### config.mk
export PLATFORM = sky130hd
export DESIGN_NAME = m_imem_loader
export DESIGN_NICKNAME = d
export VERILOG_FILES = /design/src/rtl/m_imem_loader.sv
export SDC_FILE = /design/constraint.sdc
export NUM_CORES = 1
export LEC_CHECK = 0
export CAP_MARGIN = 30
export CELL_PAD_IN_SITES_DETAIL_PLACEMENT = 0
export CELL_PAD_IN_SITES_GLOBAL_PLACEMENT = 1
export CORE_UTILIZATION = 40
export CTS_BUF_LIST = sky130_fd_sc_hd__clkbuf_16
export CTS_CLUSTER_DIAMETER = 100
export DETAILED_ROUTE_END_ITERATION = 8
export GPL_TIMING_DRIVEN = 0
export MAX_ROUTING_LAYER = met4
export PLACE_DENSITY_LB_ADDON = 0.1
export SYNTH_ARGS = -nofsm -noshare
export SYNTH_HDL_FRONTEND = slang
export SYNTH_SLANG_ARGS = --single-unit
### constraint.sdc
create_clock -name w_clk -period 2.6 [get_ports w_clk]
set_input_delay 0.26 -clock w_clk [delete_from_list [all_inputs] [get_ports w_clk]]
set_output_delay 0.26 -clock w_clk [all_outputs]
set_load 0.05 [all_outputs]
### src/rtl/m_imem_loader.sv
// Byte-stream program loader: length header, then little-endian words written to instruction RAM.
// Define IMEM_LOADER_CHECKSUM_EN to require a trailing XOR checksum word before releasing the core.
module m_imem_loader #(
  parameter int unsigned ADDR_W    = 12,
  parameter int unsigned MAX_WORDS = 4096
) (
  input  logic              w_clk,
  input  logic              w_rst_n,
  input  logic              w_rx_valid,
  input  logic [7:0]        w_rx_data,
  output logic              w_rx_ready,
  output logic              w_we,
  output logic [ADDR_W-1:0] w_addr,
  output logic [31:0]       w_wdata,
  output logic              w_ce,
  output logic              w_busy,
  output logic              w_err,
  output logic [ADDR_W:0]   w_count
);

  typedef enum logic [2:0] {StHdr, StData, StWrite, StChk, StRun, StErr} state_e;

  state_e          state_q;
  logic [1:0]      idx_q;
  logic [23:0]     shift_q;
  logic [ADDR_W:0] n_q;
`ifdef IMEM_LOADER_CHECKSUM_EN
  logic [31:0]     csum_q;
`endif

  logic            accept;
  logic            last_byte;
  logic [31:0]     word;
  logic [ADDR_W:0] count_inc;

  assign accept    = w_rx_valid & w_rx_ready;
  assign last_byte = accept && (idx_q == 2'd3);
  // Earlier bytes sit in the low bits, so the incoming byte lands on top.
  assign word      = {w_rx_data, shift_q};
  assign count_inc = w_count + 1'b1;

  always_ff @(posedge w_clk or negedge w_rst_n) begin
    if (!w_rst_n) begin
      state_q    <= StHdr;
      idx_q      <= 2'd0;
      shift_q    <= '0;
      n_q        <= '0;
`ifdef IMEM_LOADER_CHECKSUM_EN
      csum_q     <= '0;
`endif
      w_rx_ready <= 1'b0;
      w_we       <= 1'b0;
      w_addr     <= '0;
      w_wdata    <= '0;
      w_ce       <= 1'b0;
      w_busy     <= 1'b0;
      w_err      <= 1'b0;
      w_count    <= '0;
    end else begin
      w_we <= 1'b0;
      if (accept) begin
        shift_q <= word[31:8];
        idx_q   <= idx_q + 2'd1;
      end
      case (state_q)
        StHdr: begin
          w_rx_ready <= 1'b1;
          if (accept) w_busy <= 1'b1;
          if (last_byte) begin
            if (word > MAX_WORDS) begin
              state_q    <= StErr;
              w_err      <= 1'b1;
              w_rx_ready <= 1'b0;
              w_busy     <= 1'b0;
            end else if (word == '0) begin
`ifdef IMEM_LOADER_CHECKSUM_EN
              state_q    <= StChk;
`else
              state_q    <= StRun;
              w_ce       <= 1'b1;
              w_rx_ready <= 1'b0;
              w_busy     <= 1'b0;
`endif
            end else begin
              n_q     <= word[ADDR_W:0];
              state_q <= StData;
            end
          end
        end
        StData: begin
          w_rx_ready <= 1'b1;
          if (last_byte) begin
            state_q    <= StWrite;
            w_we       <= 1'b1;
            w_wdata    <= word;
            w_rx_ready <= 1'b0;
          end
        end
        StWrite: begin
          w_addr  <= w_addr + 1'b1;
          w_count <= count_inc;
`ifdef IMEM_LOADER_CHECKSUM_EN
          csum_q  <= csum_q ^ w_wdata;
`endif
          if (count_inc == n_q) begin
`ifdef IMEM_LOADER_CHECKSUM_EN
            state_q    <= StChk;
            w_rx_ready <= 1'b1;
`else
            state_q    <= StRun;
            w_ce       <= 1'b1;
            w_busy     <= 1'b0;
`endif
          end else begin
            state_q    <= StData;
            w_rx_ready <= 1'b1;
          end
        end
`ifdef IMEM_LOADER_CHECKSUM_EN
        StChk: begin
          w_rx_ready <= 1'b1;
          if (last_byte) begin
            w_rx_ready <= 1'b0;
            w_busy     <= 1'b0;
            if (word == csum_q) begin
              state_q <= StRun;
              w_ce    <= 1'b1;
            end else begin
              state_q <= StErr;
              w_err   <= 1'b1;
            end
          end
        end
`endif
        default: ;  // StRun and StErr are terminal until reset
      endcase
    end
  end

endmodule

==> flow_metrics.env, run 1 <==
export IMPL_outcome="finished, final reports clean"
export IMPL_ys_types=54
export IMPL_vias=3061
export IMPL_antenna_cells=0
export IMPL_path_delay_family="compound AO/OA/AOI/OAI gates"
export IMPL_worstPathCellList="ha_2 -> nand3_2 -> or3_4 -> a2111oi_2 -> nand4_1 -> o311a_1 -> o21a_1"
export IMPL_root_buffer="clkbuf_16"
export IMPL_clock_latency_ns=0.35
export IMPL_avgSynthCellArea_um2=13.2
export IMPL_worstPathArrival_ns=2.66
export IMPL_cp_required_ns=2.84
export IMPL_start_util_pct=41.0
export IMPL_portBuffers=72
export IMPL_nets=455
export IMPL_io_pins=73
export IMPL_critPathKind="reg -> reg"
export IMPL_p_leak_nw=2.60
export IMPL_slew_viol_final=0
export IMPL_min_period_ns=2.42
export IMPL_async_reset_ff_share_pct=100
export IMPL_cts_max_level=3
export IMPL_dp_slack_ns=-0.435
export IMPL_synth_top_family_by_area="multiplexers"
export IMPL_hold_class="in -> async"
export IMPL_seq_area_frac_synth_pct=55.8
export IMPL_slowest_stage="dfrtp_1"
export IMPL_grt_pass1_vias=3056
export IMPL_p_per_area_nw_per_um2=1150
export IMPL_setup_viol=0
export IMPL_path_clk_slew_ns=0.07
export IMPL_rows=39
export IMPL_netlist_instances=354
export IMPL_path_max_fanout=8
export IMPL_antenna_found_initial=0
export IMPL_max_stage_delay_ns=0.43
export IMPL_firstDrtPassIters=6
export IMPL_ys_warn_count=0
export IMPL_tritoncts="built"
export IMPL_vias_per_cell=5.20
export IMPL_synthAdderAreaFrac_pct=0.805
export IMPL_gr_usage_all_layers_pct=18.6
export IMPL_utilization_pct=52.4
export IMPL_synthFlopType="dfrtp_1"
export IMPL_fill_cells=1035
export IMPL_gp_congestion=0.761
export IMPL_cts_sinks=104
export IMPL_synth_simple_area_share_pct=11.0
export IMPL_worstMarginPinSlew_ns=0.658
export IMPL_worst_clock_skew_ns=0.00819
export IMPL_core_area_um2=11400
export IMPL_dpl_cell_area_um2=5590
export IMPL_cts_made_buffers=9
export IMPL_max_freq_mhz=413
export IMPL_dp_hpwl_um=7000
export IMPL_die_h_um=110
export IMPL_grt_max_degree=72
export IMPL_synth_compound_area_share_pct=5.26
export IMPL_drive_gt1_share_pct=26.2
export IMPL_grt_first_pass_wirelength_um=16300
export IMPL_cp_end_kind="flip-flop"
export IMPL_wire_per_inst_um=16.8
export IMPL_cap_violations=0
export IMPL_hold_violations=0
export IMPL_worst_slack_ns=0.179
export IMPL_synthXorXnorAreaFrac_pct=7.70
export IMPL_clk_path_buf_depth=2
export IMPL_path_buf_inv=0
export IMPL_ys_ff_latch=104
export IMPL_period_share_pct=93.1
export IMPL_die_area_um2=12100
export IMPL_grt_setup_unrepaired="false"
export IMPL_mappedNetlistArea_um2=4660
export IMPL_synth_area_mux_share_pct=17.4
export IMPL_instances_no_fill=589
export IMPL_globalRouteOverflowTotal=0
export IMPL_start_kind="flip-flop"
export IMPL_syn_nets=368
export IMPL_synth_edf_count=0
export IMPL_drtIter0Drc=127
export IMPL_drc_errors=0
export IMPL_slew_headroom_pct=56.1
export IMPL_ant_nets=0
export IMPL_die_x_um=110
export IMPL_dp_cells=570
export IMPL_synthToLayoutAreaGrowth_pct=27.8
export IMPL_finish_instance_area_um2=5960
export IMPL_ir_drop_mv=0.711
export IMPL_fin_setup_tns_ns=0
export IMPL_drt_wl_total_um=9910
## logic make-up (layout without fill, tap and decap cells)
group	count (synthesis)	in the layout
xor gates and xnor gates	41	41
DFF	104	104
muxes	72	72
and+or+nand+nor	86	86
buffers and inverters	17	109
AOI/OAI and AO/OA	31	31
adders and majority gates	3	3
## sequential cells by signal, indices dropped and copies added, names as in the netlist
name / count
w_wdata: 32
w_count: 13
w_rx_ready: 1
w_addr: 12
w_we: 1
state_q: 3
idx_q: 2
shift_q: 24
w_busy: 1
w_ce: 1
n_q: 13
w_err: 1
## synthesized netlist by cell type (all sizes together) (2+ instances only)
library cell | number | area, um^2
o31ai | 3 | 22.5
inv | 2 | 7.51
nor4 | 8 | 56.3
and4 | 4 | 38.8
nor3b | 2 | 26.3
ha | 3 | 37.5
clkbuf | 7 | 26.3
nand3 | 13 | 75.1
a211oi | 2 | 20.0
nand2 | 20 | 75.1
nand4 | 12 | 75.1
nor3 | 3 | 20.0
mux2 | 72 | 811
a221oi | 2 | 30.0
nor2b | 3 | 18.8
a21o | 3 | 22.5
and3 | 4 | 26.3
dfrtp | 104 | 2600
nor2 | 10 | 37.5
xnor2 | 25 | 219
xor2 | 16 | 140
o21ai | 6 | 30.0
a21oi | 4 | 20.0
buf | 8 | 58.8
or3 | 2 | 17.5
## path summary, 6_finish.rpt
path                                        startpoint                       to  slack (ns)  depth (start not counted)
worst min-delay path                           w_rst_n   w_count[4]$_DFFE_PN0P_        0.41                          2
worst max-delay path            w_count[1]$_DFFE_PN0P_   w_rx_ready$_DFFE_PN0P_        0.18                          7
max in group asynchronous                      w_rst_n  shift_q[13]$_DFFE_PN0P_        1.50                          3
worst max register to register  w_count[1]$_DFFE_PN0P_   w_rx_ready$_DFFE_PN0P_        0.18                          7
min in group w_clk              w_addr[11]$_DFFE_PN0P_   w_addr[11]$_DFFE_PN0P_        0.47                          1
worst min register to register  w_addr[11]$_DFFE_PN0P_   w_addr[11]$_DFFE_PN0P_        0.47                          1
## per-stage QoR
stage	total power, mW	hold slack, ns
6_report	6.84	0.412
5_1_grt	7.21	0.464
4_1_cts	6.90	0.425
3_5_place_dp	5.43	0.255
3_3_place_gp	5.39	0.456
2_1_floorplan	4.43	-0.0356
## cell usage in the layout (no fill, tap or decap), types with 2 or more instances in the layout
master	count
buf_4	6
a21oi_1	4
clkbuf_1	7
buf_6	2
clkbuf_16	9
nand3_2	2
nand4_1	12
and3_1	3
mux2_2	71
and4_1	2
ha_1	2
xnor2_1	25
nor2_1	10
nor3_1	2
a21o_1	3
inv_1	2
nor2b_1	3
buf_2	2
nor4_1	6
nand3_1	11
clkdlybuf4s50_1	71
xor2_1	16
o31ai_1	2
a221oi_2	2
nand2_1	20
inv_6	3
dfrtp_1	103
o21ai_0	6
## metal layers
metal | share of wire (%) | up-vias | global-route usage [%]
met5 | 0 | - | -
met4 | 1.2 | 0 | 6.00
met3 | 2.3 | 12 | 3.56
met2 | 49 | 51 | 29.3
met1 | 47 | 1536 | 24.3
li1 | - | 1462 | -
## final cells by class
cell class / count / area [um^2] / share of cell area (%)
flip-flops and latches: 104 / 2600 / 43.7
multi-input cells: 233 / 1990 / 33.5
repair buffers: 76 / 771 / 12.9
clock buffers: 9 / 225 / 3.78
well taps: 143 / 179 / 3.00
clock inverters: 7 / 92.6 / 1.55
plain buffers: 15 / 85.1 / 1.43
inverters: 2 / 7.51 / 0.126
## repair_timing
| item | in CTS | in global routing |
|---|---|---|
| hold buffers | 1 | 0 |
| setup buffers | 0 | 2 |
| resized for setup | 3 | 3 |
| pin swaps | 0 | 3 |
| endpoints found under the setup margin | 11 | 14 |
| hold endpoints to repair | 33 | 0 |
## where the power goes
| group | total, mW | switching (mW) | leakage (nW) | internal (mW) |
|---|---|---|---|---|
| Sequential | 2.62 | 0.489 | 1.31 | 2.13 |
| Clock | 1.43 | 0.656 | 0.156 | 0.775 |
| Combinational | 2.79 | 1.68 | 1.13 | 1.11 |
| Total | 6.84 | 2.82 | 2.60 | 4.02 |
(Power assumes the default switching activity.)
==> run 2: changes to the inputs <==
Clock period 2.6 ns to 2.9 ns, I/O delays scaled along.
==> flow_metrics.env, run 2 (synthesis results as in run 1) <==
export IMPL_outcome="finished, final reports clean"
export IMPL_path_max_fanout=10
export IMPL_max_freq_mhz=377
export IMPL_core_area_um2=11400
export IMPL_rows=39
export IMPL_portBuffers=72
export IMPL_worstPathArrival_ns=2.89
export IMPL_critPathKind="in -> reg"
export IMPL_cp_end_kind="flip-flop"
export IMPL_tritoncts="built"
export IMPL_period_share_pct=91.6
export IMPL_start_util_pct=41.0
export IMPL_grt_setup_unrepaired="false"
export IMPL_cts_max_level=3
export IMPL_io_pins=73
export IMPL_path_clk_slew_ns=0.07
export IMPL_die_h_um=110
export IMPL_die_area_um2=12100
export IMPL_hold_violations=0
export IMPL_gp_congestion=0.761
export IMPL_drt_wl_total_um=9870
export IMPL_grt_first_pass_wirelength_um=16200
export IMPL_grt_pass1_vias=3049
export IMPL_setup_viol=0
export IMPL_clock_latency_ns=0.35
export IMPL_p_total_mw=6.11
export IMPL_p_leak_nw=2.57
export IMPL_die_x_um=110
export IMPL_drc_errors=0
export IMPL_dpl_cell_area_um2=5590
export IMPL_rrSetupSlack_ns=0.26
export IMPL_reg2reg_depth=7
export IMPL_r2r_start="shift_q[20]$_DFFE_PN0P_"
export IMPL_largest_register="w_wdata"
export IMPL_drive_gt1_share_pct=25.0
export IMPL_dp_hpwl_um=7000
export IMPL_cts_made_buffers=9
export IMPL_ant_nets=0
export IMPL_post_cts_buffers=0
export IMPL_wire_per_inst_um=16.8
export IMPL_gr_usage_all_layers_pct=18.6
export IMPL_largest_reg_flops=32
export IMPL_cp_required_ns=3.13
export IMPL_drtIter0Drc=115
export IMPL_r2r_end="n_q[5]$_DFFE_PN0P_"
export IMPL_cts_sinks=104
export IMPL_finish_instance_area_um2=5910
export IMPL_synthToLayoutAreaGrowth_pct=26.9
export IMPL_final_cell_mix="104 x dfrtp_1, 71 x mux2_2, 71 x clkdlybuf4s50_1"
export IMPL_worst_clock_skew_ns=0.00834
export IMPL_reg_top3="w_wdata (32), shift_q (24)"
export IMPL_multi_input_area_um2=1970
export IMPL_cap_violations=0
export IMPL_grt_max_degree=72
export IMPL_antenna_found_initial=0
export IMPL_vias_per_cell=5.20
export IMPL_nets=453
export IMPL_ir_drop_mv=0.637
export IMPL_worstMarginPinSlew_ns=0.665
export IMPL_firstDrtPassIters=4
export IMPL_clk_path_buf_depth=2
export IMPL_layout_commonest_cell="dfrtp_1"
export IMPL_globalRouteOverflowTotal=0
export IMPL_hold_class="in -> async"
export IMPL_start_kind="input pin"
export IMPL_seq_area_um2=2600
export IMPL_antenna_cells=0
export IMPL_root_buffer="clkbuf_16"
export IMPL_fill_cells=1037
export IMPL_p_per_area_nw_per_um2=1030
export IMPL_slew_headroom_pct=55.7
export IMPL_vias=3052
export IMPL_slew_viol_final=0
export IMPL_min_period_ns=2.66
-- run 2: what timing repair did --
action | in CTS | in global routing
hold buffers | 1 | 0
endpoints found under the hold margin | 33 | 0
setup endpoints to repair | 0 | 0
resized for setup | 0 | 0
-- run 2: worst max path at each step --
stage	start	endpoint	slack, ns	cells after the start
after global routing	w_rx_data[4]	n_q[3]$_DFFE_PN0P_	0.04	8
after detailed placement	w_rx_data[4]	n_q[5]$_DFFE_PN0P_	-0.16	8
after CTS	w_rx_data[4]	n_q[5]$_DFFE_PN0P_	0.20	8
after floorplan	w_count[0]$_DFFE_PN0P_	w_rx_ready$_DFFE_PN0P_	0.30	7
final	w_rx_data[4]	n_q[5]$_DFFE_PN0P_	0.24	8
after global placement	w_rst_n	w_wdata[22]$_DFFE_PN0P_	-2.50	1
-- run 2: metrics by stage --
stage	std cells	util [%]	setup WS, ns	TNS [ns]	hold WS, ns
after floorplan	354	-	0.305	0	-0.00559
after global placement	569	48.9	-2.50	-259.69	0.456
after detailed placement	570	49.1	-0.165	-1.57	0.285
after CTS	587	52.0	0.199	0	0.455
after global routing	587	52.0	0.0415	0	0.494
final	587	52.0	0.245	0	0.441
-- run 2: per-layer routing --
metal / part of all wire [%] / wire, um / up-vias / track usage (%)
met5: 0 / 0 / - / -
met4: 1.2 / 116 / 0 / 6.00
met3: 2.2 / 217 / 12 / 3.56
met2: 49 / 4860 / 49 / 29.1
met1: 47 / 4680 / 1531 / 24.2
li1: - / - / 1460 / -
-- run 2: where the power goes --
part	internal, mW	switching, mW
Clock	0.694	0.585
Combinational	0.988	1.50
Sequential	1.91	0.435
Total	3.59	2.52
-- run 2: final cells by class --
cell class	instances	share of cell area [%]
buffer	15	1.44
clock buffer	9	3.81
clock inverter	7	1.57
inverter	2	0.127
multi-input combinational	233	33.2
sequential	104	44.0
tap	143	3.03
timing repair buffer	74	12.8
-- run 2: critical path: stages --
cell and delay [ns]:
clkdlybuf4s50_1 0.45, nor4_1 0.38, nand4_1 0.17, nor4_2 0.38, nand3b_1 0.21, nor3_2 0.40, buf_4 0.27, mux2_2 0.35
==> run 3: changes to the inputs <==
Settings changed: ABC_AREA set to 1.
==> flow_metrics.env, run 3 <==
export IMPL_tritoncts="built"
export IMPL_reg_top3="w_wdata (32), shift_q (24)"
export IMPL_grt_busiest_layer="met2"
export IMPL_synthFlopType="dfrtp_1"
export IMPL_max_freq_mhz=488
export IMPL_synthXorXnorAreaFrac_pct=2.81
export IMPL_synth_compound_area_share_pct=8.84
export IMPL_ant_nets=0
export IMPL_firstDrtPassIters=4
export IMPL_syn_nets=569
export IMPL_synth_simple_area_share_pct=25.3
export IMPL_period_share_pct=70.7
export IMPL_synth_top_family_by_area="simple AND/OR/NAND/NOR gates"
export IMPL_antenna_found_initial=0
export IMPL_grt_first_pass_wirelength_um=18100
export IMPL_synth_area_mux_share_pct=0
export IMPL_ir_drop_mv=0.291
export IMPL_synth_top_cell_by_area="dfrtp_1"
export IMPL_nets=654
export IMPL_drc_errors=0
export IMPL_cap_violations=0
export IMPL_path_max_fanout=6
export IMPL_drt_wl_total_um=11300
export IMPL_ys_top_cells_by_area="dfrtp_1 56%, nand2_1 14%, o21ai_0 8.5%"
export IMPL_path_clk_slew_ns=0.08
export IMPL_hold_ws_ns=0.448
export IMPL_rows=39
export IMPL_die_h_um=110
export IMPL_post_cts_buffers=0
export IMPL_ys_types=26
export IMPL_grt_setup_unrepaired="false"
export IMPL_vias=3909
export IMPL_grt_pass1_vias=3630
export IMPL_path_delay_family="simple AND/OR/NAND/NOR gates"
export IMPL_die_x_um=110
export IMPL_netlist_instances=555
export IMPL_fill_cells=1126
export IMPL_start_kind="flip-flop"
export IMPL_mappedNetlistArea_um2=4670
export IMPL_instances_no_fill=788
export IMPL_synthAdderAreaFrac_pct=0.804
export IMPL_worst_clock_skew_ns=0.0135
export IMPL_start_util_pct=40.9
export IMPL_hold_violations=0
export IMPL_p_per_area_nw_per_um2=486
export IMPL_drtIter0Drc=154
export IMPL_final_cell_mix="180 x nand2_1, 104 x dfrtp_1, 79 x o21ai_0"
export IMPL_utilization_pct=51.5
export IMPL_grt_max_degree=70
export IMPL_ys_warn_count=0
export IMPL_worstMarginPinSlew_ns=0.577
export IMPL_slew_headroom_pct=61.5
export IMPL_path_buf_inv=0
export IMPL_die_area_um2=12100
export IMPL_cts_sinks=104
export IMPL_globalRouteOverflowTotal=0
export IMPL_drive_gt1_share_pct=5.89
export IMPL_max_stage_delay_ns=0.46
export IMPL_worstPathCellList="ha_1 -> nand3_2 -> o21ai_0 -> nand3_1 -> nand2_1 -> nand4_1 -> nor2_1 -> nand2_2 -> nand2_1 -> o21ai_0"
export IMPL_cts_max_level=3
export IMPL_seq_area_frac_synth_pct=55.7
export IMPL_avgSynthCellArea_um2=8.42
export IMPL_cts_resized=0
export IMPL_grtUsageMet3_pct=2.47
export IMPL_synth_common_cells="180 x nand2_1, 104 x dfrtp_1, 79 x o21ai_0"
export IMPL_antenna_cells=0
export IMPL_async_reset_ff_share_pct=100
export IMPL_gr_usage_all_layers_pct=20.4
export IMPL_dp_hpwl_um=8190
export IMPL_synth_most_common_cell="nand2_1"
export IMPL_dp_cells=771
export IMPL_io_pins=73
export IMPL_cp_required_ns=3.12
export IMPL_vias_per_cell=4.96
export IMPL_cp_end_kind="flip-flop"
export IMPL_p_leak_nw=2.69
export IMPL_root_buffer="clkbuf_16"
export IMPL_ys_ff_latch=104
export IMPL_clk_path_buf_depth=2
export IMPL_largest_register="w_wdata"
export IMPL_core_area_um2=11400
export IMPL_outcome="finished, final reports clean"
export IMPL_met2_usage_pct=31.7
export IMPL_worstPathArrival_ns=2.27
export IMPL_synthToLayoutAreaGrowth_pct=25.8
export IMPL_dp_slack_ns=0.520
export IMPL_slew_viol_final=0
export IMPL_min_period_ns=2.05
export IMPL_largest_reg_flops=32
export IMPL_wire_per_inst_um=14.3
export IMPL_setup_viol=0
export IMPL_worst_slack_ns=0.851
export IMPL_synth_edf_count=0
export IMPL_grtUsageMet1_pct=27.3
export IMPL_hold_class="in -> async"
export IMPL_portBuffers=72
export IMPL_cts_made_buffers=9
export IMPL_gp_congestion=0.795
export IMPL_clock_latency_ns=0.35
export IMPL_critPathKind="reg -> reg"
export IMPL_yosysTopAreaCellShare_pct=55.7
export IMPL_layout_commonest_cell="nand2_1"
export IMPL_cts_hold_buf=1
export IMPL_slowest_stage="dfrtp_1"
## run 3: cell count changes after synthesis, moves of 7 or more
cell / previous run / this run
xnor2_1: 25 / 9
o21ai_0: 6 / 79
inv_1: 2 / 60
mux2_2: 71 / 0
nor2_1: 10 / 21
nand3_1: 11 / 33
xor2_1: 16 / 6
nor4_1: 7 / 0
nand2_1: 20 / 180
## run 3: through the flow
stage	cell area, um^2	setup TNS [ns]	power, mW
after global placement	5570	-257.22	1.74
after floorplan	4670	0	1.65
final	5880	0	2.86
after detailed placement	5600	0	1.75
after CTS	5880	0	2.89
after global routing	5880	0	2.97
## run 3: power breakdown
group	internal (mW)	leakage, nW	switching [mW]
sequential	1.50	1.39	0.0302
clock	0.583	0.135	0.552
combinational	0.0617	1.17	0.132
total	2.14	2.69	0.714
## run 3: area by class of cell
cell class,count,area (um^2),share of cell area (%)
timing repair buffer,74,756,12.9
clock buffer,9,225,3.83
multi-input combinational,371,1760,30.0
buffer,16,63.8,1.09
inverter,64,240,4.09
sequential,104,2600,44.3
clock inverter,7,46.3,0.788
tap,143,179,3.04
## run 3: path summary, 6_finish.rpt
| path | start | end | slack, ns | cells after the start |
|---|---|---|---|---|
| min in group w_clk | w_ce$_DFFE_PN0P_ | w_ce$_DFFE_PN0P_ | 0.47 | 2 |
| max reg2reg | w_count[0]$_DFFE_PN0P_ | state_q[0]$_DFFE_PN0P_ | 0.85 | 10 |
| min | w_rst_n | w_count[4]$_DFFE_PN0P_ | 0.45 | 2 |
| min reg2reg | w_ce$_DFFE_PN0P_ | w_ce$_DFFE_PN0P_ | 0.47 | 2 |
| max | w_count[0]$_DFFE_PN0P_ | state_q[0]$_DFFE_PN0P_ | 0.85 | 10 |
| max in group asynchronous | w_rst_n | idx_q[0]$_DFFE_PN0P_ | 1.73 | 3 |
## run 3: logic make-up (layout without fill, tap and decap cells)
family,count (synthesis),count (layout)
xor+xnor,15,15
compound gates,82,82
simple gates,271,271
flops,104,104
fa+ha+maj,3,3
buf+inv,80,170
## run 3: layer usage
layer | up-vias | wire length, um
met1 | 1852 | 5440
li1 | 1944 | -
met3 | 15 | 379
met4 | 0 | 172
met2 | 98 | 5280
met5 | - | 0
